$ cat src/rtl/sdes_pkg.sv
// ---------------------------------------------------------------------------
// sdes_pkg
// Shared S-DES definitions for the fk round pipeline and its neighbours.
//
// Contents:
//   nibble_t / byte_t : 4-bit and 8-bit data types
//   EP_IDX            : expansion/permutation source positions (8 from 4)
//   P4_IDX            : P4 permutation source positions (4 from 4)
//   SW_IDX            : half-swap source positions (8 from 8)
//   ep(), p4(), sw()  : helpers that apply the permutations above
//
// Index constants use S-DES numbering: position 1 is the most significant
// bit of the source vector, so position n of a W-bit vector is bit [W-n].
// ---------------------------------------------------------------------------
package sdes_pkg;

    typedef logic [3:0] nibble_t;
    typedef logic [7:0] byte_t;

    localparam int EP_IDX [8] = '{4, 1, 2, 3, 2, 3, 4, 1};
    localparam int P4_IDX [4] = '{2, 4, 3, 1};
    localparam int SW_IDX [8] = '{5, 6, 7, 8, 1, 2, 3, 4};

    // Expand the right half R into the 8-bit value that is XORed with the key.
    function automatic byte_t ep(input nibble_t r);
        byte_t res;
        res = '0;
        for (int i = 0; i < 8; i++) begin
            res[3'(7 - i)] = r[2'(4 - EP_IDX[i])];
        end
        return res;
    endfunction

    // Permute the concatenated S-box outputs {s0_out, s1_out}.
    function automatic nibble_t p4(input nibble_t s);
        nibble_t res;
        res = '0;
        for (int i = 0; i < 4; i++) begin
            res[2'(3 - i)] = s[2'(4 - P4_IDX[i])];
        end
        return res;
    endfunction

    // Exchange the two halves of a byte.
    function automatic byte_t sw(input byte_t b);
        byte_t res;
        res = '0;
        for (int i = 0; i < 8; i++) begin
            res[3'(7 - i)] = b[3'(8 - SW_IDX[i])];
        end
        return res;
    endfunction

endpackage

$ cat src/rtl/sdes_fk_stage_reg.sv
// ---------------------------------------------------------------------------
// sdes_fk_stage_reg
// One valid/ready register slice with a parameterised payload. Two of these
// form the fk pipeline; the slice itself knows nothing about S-DES.
//
// Parameters:
//   W          payload width
// Ports:
//   clk        rising-edge clock
//   rst_n      asynchronous active-low reset (clears valid and payload)
//   in_valid   upstream offers a payload
//   in_ready   slice can take a payload this cycle
//   in_data    upstream payload
//   out_valid  slice holds a payload
//   out_ready  downstream takes the payload this cycle
//   out_data   held payload
// ---------------------------------------------------------------------------
module sdes_fk_stage_reg #(
    parameter int W = 8
) (
    input  logic         clk,
    input  logic         rst_n,
    input  logic         in_valid,
    output logic         in_ready,
    input  logic [W-1:0] in_data,
    output logic         out_valid,
    input  logic         out_ready,
    output logic [W-1:0] out_data
);

    logic         valid_q;
    logic [W-1:0] data_q;

    // The slice can refill whenever it is empty or its content leaves in the
    // same cycle, which gives full throughput without a skid buffer.
    assign in_ready = !valid_q || out_ready;

    // The payload is only written when a new block actually arrives, so the
    // output stays stable while stalled and also while the slice is empty.
    always_ff @(posedge clk or negedge rst_n) begin
        if (!rst_n) begin
            valid_q <= 1'b0;
            data_q  <= '0;
        end else if (in_ready) begin
            valid_q <= in_valid;
            if (in_valid) begin
                data_q <= in_data;
            end
        end
    end

    assign out_valid = valid_q;
    assign out_data  = data_q;

endmodule

$ cat src/rtl/sdes_fk_pipe.sv
// ---------------------------------------------------------------------------
// sdes_fk_pipe
// Two-stage pipelined S-DES round function fk with valid/ready handshakes.
// Stage A registers the halves, tag and EP(R) XOR key and presents the key
// mix to external S0/S1 lookups; stage B registers {L XOR P4, R} and the tag.
//
// Optional feature (compile-time macro SDES_FK_SWAP_EN):
//   defined   : in_swap = 1 makes out_data = {R, L XOR P4}
//   undefined : in_swap is ignored and no swap logic is built
//
// Parameters:
//   TAG_W      width of the user tag travelling with each block
// Ports:
//   clk, rst_n           clock, asynchronous active-low reset
//   in_valid/in_ready    input handshake
//   in_data              {L, R}, bit 7 is S-DES bit 1
//   in_key               round subkey
//   in_tag               user tag
//   in_swap              request output half swap
//   s0_in, s1_in         S-box lookup indices {r1, c1, c0, r0}
//   s0_out, s1_out       S-box results (combinational, external)
//   out_valid/out_ready  output handshake
//   out_data, out_tag    fk result and its tag
//   blk_cnt              completed output handshakes, wraps at 16 bits
// ---------------------------------------------------------------------------
module sdes_fk_pipe
    import sdes_pkg::*;
#(
    parameter int TAG_W = 4
) (
    input  logic             clk,
    input  logic             rst_n,
    input  logic             in_valid,
    output logic             in_ready,
    input  logic [7:0]       in_data,
    input  logic [7:0]       in_key,
    input  logic [TAG_W-1:0] in_tag,
    input  logic             in_swap,
    output logic [3:0]       s0_in,
    output logic [3:0]       s1_in,
    input  logic [1:0]       s0_out,
    input  logic [1:0]       s1_out,
    output logic             out_valid,
    input  logic             out_ready,
    output logic [7:0]       out_data,
    output logic [TAG_W-1:0] out_tag,
    output logic [15:0]      blk_cnt
);

`ifdef SDES_FK_SWAP_EN
    localparam int SWAP_W = 1;
`else
    localparam int SWAP_W = 0;
`endif

    // Stage A payload: {tag, [swap,] L, R, x}, with x in the low byte.
    localparam int A_W = TAG_W + SWAP_W + 16;
    // Stage B payload: {tag, data}.
    localparam int B_W = TAG_W + 8;

    logic             run_q;
    logic             a_in_valid;
    logic             a_in_ready;
    logic             a_valid;
    logic             b_in_ready;
    logic             b_valid;
    logic [A_W-1:0]   a_in_pay;
    logic [A_W-1:0]   a_pay;
    logic [B_W-1:0]   b_in_pay;
    logic [B_W-1:0]   b_pay;
    nibble_t          a_l;
    nibble_t          a_r;
    nibble_t          f_mix;
    nibble_t          l_new;
    byte_t            a_x;
    byte_t            fk_data;
    logic [TAG_W-1:0] a_tag;
    logic [15:0]      cnt_q;

    // run_q keeps in_ready low during reset (when both stages are empty and
    // would otherwise report ready) and rises on the first edge afterwards.
    always_ff @(posedge clk or negedge rst_n) begin
        if (!rst_n) begin
            run_q <= 1'b0;
        end else begin
            run_q <= 1'b1;
        end
    end

    assign a_in_valid = in_valid && run_q;
    assign in_ready   = run_q && a_in_ready;

`ifdef SDES_FK_SWAP_EN
    assign a_in_pay = {in_tag, in_swap, in_data, ep(in_data[3:0]) ^ in_key};
`else
    logic unused_swap;
    assign unused_swap = in_swap;
    assign a_in_pay = {in_tag, in_data, ep(in_data[3:0]) ^ in_key};
`endif

    sdes_fk_stage_reg #(
        .W (A_W)
    ) u_stage_a (
        .clk       (clk),
        .rst_n     (rst_n),
        .in_valid  (a_in_valid),
        .in_ready  (a_in_ready),
        .in_data   (a_in_pay),
        .out_valid (a_valid),
        .out_ready (b_in_ready),
        .out_data  (a_pay)
    );

    assign a_x   = a_pay[7:0];
    assign a_r   = a_pay[11:8];
    assign a_l   = a_pay[15:12];
    assign a_tag = a_pay[A_W-1 -: TAG_W];

    // The S-box indices come straight from stage A flops so the external
    // lookups see a clean registered path.
    assign s0_in = a_x[7:4];
    assign s1_in = a_x[3:0];

    assign f_mix = p4({s0_out, s1_out});
    assign l_new = a_l ^ f_mix;

`ifdef SDES_FK_SWAP_EN
    assign fk_data = a_pay[16] ? sw({l_new, a_r}) : {l_new, a_r};
`else
    assign fk_data = {l_new, a_r};
`endif

    assign b_in_pay = {a_tag, fk_data};

    sdes_fk_stage_reg #(
        .W (B_W)
    ) u_stage_b (
        .clk       (clk),
        .rst_n     (rst_n),
        .in_valid  (a_valid),
        .in_ready  (b_in_ready),
        .in_data   (b_in_pay),
        .out_valid (b_valid),
        .out_ready (out_ready),
        .out_data  (b_pay)
    );

    assign out_valid = b_valid;
    assign out_data  = b_pay[7:0];
    assign out_tag   = b_pay[B_W-1 -: TAG_W];

    // Completed output handshakes; the 16-bit counter wraps naturally.
    always_ff @(posedge clk or negedge rst_n) begin
        if (!rst_n) begin
            cnt_q <= '0;
        end else if (b_valid && out_ready) begin
            cnt_q <= cnt_q + 16'd1;
        end
    end

    assign blk_cnt = cnt_q;

endmodule

$ cat config.mk
export PLATFORM = sky130hd
export DESIGN_NAME = sdes_fk_pipe
export DESIGN_NICKNAME = d
export VERILOG_FILES = /design/src/rtl/sdes_pkg.sv /design/src/rtl/sdes_fk_stage_reg.sv /design/src/rtl/sdes_fk_pipe.sv
export SDC_FILE = /design/constraint.sdc
export NUM_CORES = 1
export LEC_CHECK = 0
export ABC_AREA = 1
export BUFFER_PORTS_ARGS = -buffer_cell sky130_fd_sc_hd__buf_4
export CAP_MARGIN = 10
export CORE_MARGIN = 5
export CORE_UTILIZATION = 40
export DETAILED_ROUTE_END_ITERATION = 16
export PLACE_DENSITY_LB_ADDON = 0.12
export SYNTH_ARGS = -nofsm -noshare
export SYNTH_HDL_FRONTEND = slang
export SYNTH_SLANG_ARGS = --single-unit
$ cat constraint.sdc
create_clock -name clk -period 1.5 [get_ports clk]
set_clock_uncertainty 0.15 [all_clocks]
set_input_delay 0.075 -clock clk [delete_from_list [all_inputs] [get_ports clk]]
set_output_delay 0.075 -clock clk [all_outputs]
set_load 0.005 [all_outputs]
==> impl_metrics.py <==
metrics = {
    "outcome": {
        "outcome": "complete, no violations",
    },
    "worst_setup_path": {
        "cp_top_family": "buffers and inverters",
        "r2r_setup_slack_ns": 0.09,
        "required_ns": 1.59,
        "slowest_delay_ns": 0.54,
        "cp_cell_sequence": "dlygate4sd3_1 > buf_4 > inv_1 > nand3_2 > nand2_1 > dlygate4sd3_1",
        "r2r_end": "u_stage_a.out_valid$_DFFE_PN0N_",
        "critPathSlowestCell": "dlygate4sd3_1",
        "arrival_ns": 1.53,
        "r2r_start": "u_stage_b.out_valid$_DFFE_PN0P_",
        "reg2reg_depth": 3,
        "cp_max_fo": 3,
        "crit_path_start_kind": "input port",
        "critPathBufInv": 4,
        "path_class": "in -> reg",
        "cpMostUsedCell": "dlygate4sd3_1",
        "cp-end-kind": "register",
    },
    "synthesis": {
        "synth_top_area_frac": 0.559,
        "ys.flop_type": "dfrtp_1",
        "synthCells": 229,
        "ys_warn_count": 0,
        "synth_edf_count": 0,
        "synth_xor_area_frac": 0.0582,
        "synthAdderAreaFrac": 0.00594,
        "synth-seq-cells": 47,
        "synth_simple_gate_area_frac": 0.225,
        "seq_area_frac_synth": 0.559,
        "synthTopCellsByArea": "dfrtp_1 (56%), nand2_1 (13%), inv_1 (4.5%)",
        "synthMuxAreaShare": 0.00535,
        "synth_cell_types": 26,
        "synthTopCellsByCount": "nand2_1 (72), dfrtp_1 (47), inv_1 (25)",
        "syn-cell-area_sq_mm": 0.00211,
        "synth.most_common_cell": "nand2_1",
        "synth_compound_area_frac": 0.0523,
        "synth.avg_cell_area_sq_um": 9.20,
        "yosysTopAreaCell": "dfrtp_1",
        "synth_top_family_by_area": "simple AND/OR/NAND/NOR gates",
        "async_flop_share": 1.00,
    },
    "timing": {
        "setup_viol": 0,
        "worstMarginPinSlew_ns": 0.589,
        "finalSetupTns_ns": 0,
        "max-slew-margin-rel": 0.607,
        "drv_slew": 0,
        "fin_crit_sh": 0.960,
        "fmax_mhz": 695,
        "rsz0062_at_grt": "no",
        "fin_hold_ws_ns": 0.177,
        "fin_crit_ns": 1.44,
        "finalHoldViolations": 0,
    },
    "placed_design": {
        "placed_cells": 350,
        "dpl.hpwl_microns": 3050,
        "gp_congestion": 0.754,
        "port_buffers": 56,
    },
    "cts": {
        "root_buffer": "clkbuf_8",
        "cts_buffers": 5,
        "htree_levels": 2,
        "ctsLongestPathBuffers": 2,
        "cts_tree": "built",
        "clock_latency_ns": 0.29,
        "cts_sinks": 47,
        "post_cts_buffers": 0,
        "clkTransAtPathRegs_ns": 0.09,
    },
    "global_routing": {
        "antenna_found_initial": 0,
        "grt_pass1_wl_microns": 7240,
        "grt_util_all_layers": 0.141,
        "grt_max_degree": 48,
        "overflow": 0,
        "grt_pass1_vias": 1581,
    },
    "pwr": {
        "irDropWorstVdd_uv": 540,
        "powerDensity_mw_per_mm2": 1160,
        "p_leak_nw": 1.53,
    },
    "routing": {
        "detail_route.first_pass.iterations": 4,
        "drc": 0,
        "antenna_left": 0,
        "initialDrtViolationCount": 55,
        "wire_per_inst_microns": 11.4,
        "vias": 1667,
        "avgViaCountPerCell": 4.39,
        "wirelength_microns": 4330,
    },
    "final_layout": {
        "nNetsFinal": 339,
        "drive_gt1_frac": 0.284,
        "syn_to_final_growth_pct": 39.4,
        "fillers": 488,
        "instances_no_fill": 380,
        "utilization": 0.575,
        "antenna_cells": 0,
    },
    "worst_hold_path": {
        "min_path_type": "in -> async",
    },
    "floorplanning": {
        "io_pins": 67,
        "die_area_sq_mm": 0.00682,
        "die_w_microns": 82.6,
        "fp.dieH_microns": 82.6,
        "core_area_sq_mm": 0.00511,
        "initial_core_util": 0.412,
        "rows": 26,
    },
    "run": {
        "max_cap_viol_count": 0,
    },
}
power breakdown:
part	leakage [nW]	switching, W	internal (W)	total (W)
clock network	0.0612	0.000412	0.000539	0.000952
registers	0.589	0.000152	0.00148	0.00163
logic	0.876	0.000353	0.000454	0.000808
total	1.53	0.000918	0.00247	0.00339
flip-flops by register name (all words and copies together), names as in the netlist:
signal,flops
u_stage_b.out_data,11
run_q,1
blk_cnt,16
u_stage_a.out_data,17
u_stage_a.out_valid,1
u_stage_b.out_valid,1
worst reg2reg max path, delay by kind of cell (launching register included):
kind / cells / cell delay, ns
and+or+nand+nor: 2 / 0.15
DFF: 1 / 0.45
buffers and inverters: 1 / 0.55
layout make-up:
class                           instances  area (sq um)  share of cell area
Clock buffer                            6          82.6              0.0281
Clock inverter                          2          35.0              0.0119
Inverter                               27           101              0.0345
Multi-Input combinational cell        143           744               0.254
Sequential cell                        47          1180               0.402
Tap cell                               70          87.6              0.0298
Timing Repair Buffer                   85           706               0.240
routing by layer:
metal	up-vias	track usage	wire length [microns]
met5	-	0	0
met4	0	0.0490	43
met3	4	0.0466	295
met2	40	0.240	2250
met1	781	0.168	1740
li1	842	-	-
cells by family (layout without fill, tap and decap cells):
kind of cell / after synthesis / count (layout)
muxes: 1 / 1
other: 2 / 4
xor gates and xnor gates: 14 / 14
AOI/OAI and AO/OA: 22 / 22
adders and majority gates: 1 / 1
buffers and inverters: 41 / 120
and+or+nand+nor: 101 / 101
DFF: 47 / 47
cell usage in the layout, fill, tap and decap left out, drive strengths merged:
cell / count
nand2: 75
nor3: 3
ha: 1
nand3: 9
inv: 26
xnor2: 7
conb: 4
clkbuf: 6
xor2: 7
buf: 63
nand4: 1
clkinv: 2
nor2: 13
mux2: 1
dlygate4sd3: 22
bufinv: 1
dfrtp: 47
o21ai: 22
timing repair:
item,4_1_cts,5_1_grt
endpoints found under the hold margin,68,0
endpoints found under the setup margin,0,1
resized for setup,0,2
hold buffers,22,0
per-stage QoR:
step                      setup WS, ns  power [W]  cell area, sq um
after floorplan                  0.113    0.00199              2110
after global placement           0.134    0.00242              2590
after detailed placement         0.103    0.00243              2590
after CTS                       0.0549    0.00345              2930
after global routing           0.00362    0.00362              2940
final                           0.0603    0.00339              2940
how the worst max path moves through the flow:
stage                                    startpoint                         endpoint  slack [ns]  cells past startpoint
finish                                    out_ready  u_stage_a.out_valid$_DFFE_PN0N_        0.06                      6
global route                 blk_cnt[6]$_DFFE_PN0P_          blk_cnt[15]$_DFFE_PN0P_       0.004                      7
CTS                 u_stage_b.out_valid$_DFFE_PN0P_          blk_cnt[15]$_DFFE_PN0P_        0.05                      7
detailed placement  u_stage_b.out_valid$_DFFE_PN0P_          blk_cnt[15]$_DFFE_PN0P_        0.10                      7
global placement    u_stage_b.out_valid$_DFFE_PN0P_          blk_cnt[15]$_DFFE_PN0P_        0.13                      7
floorplan                    blk_cnt[0]$_DFFE_PN0P_          blk_cnt[14]$_DFFE_PN0P_        0.11                      8
(Power assumes the default switching activity.)
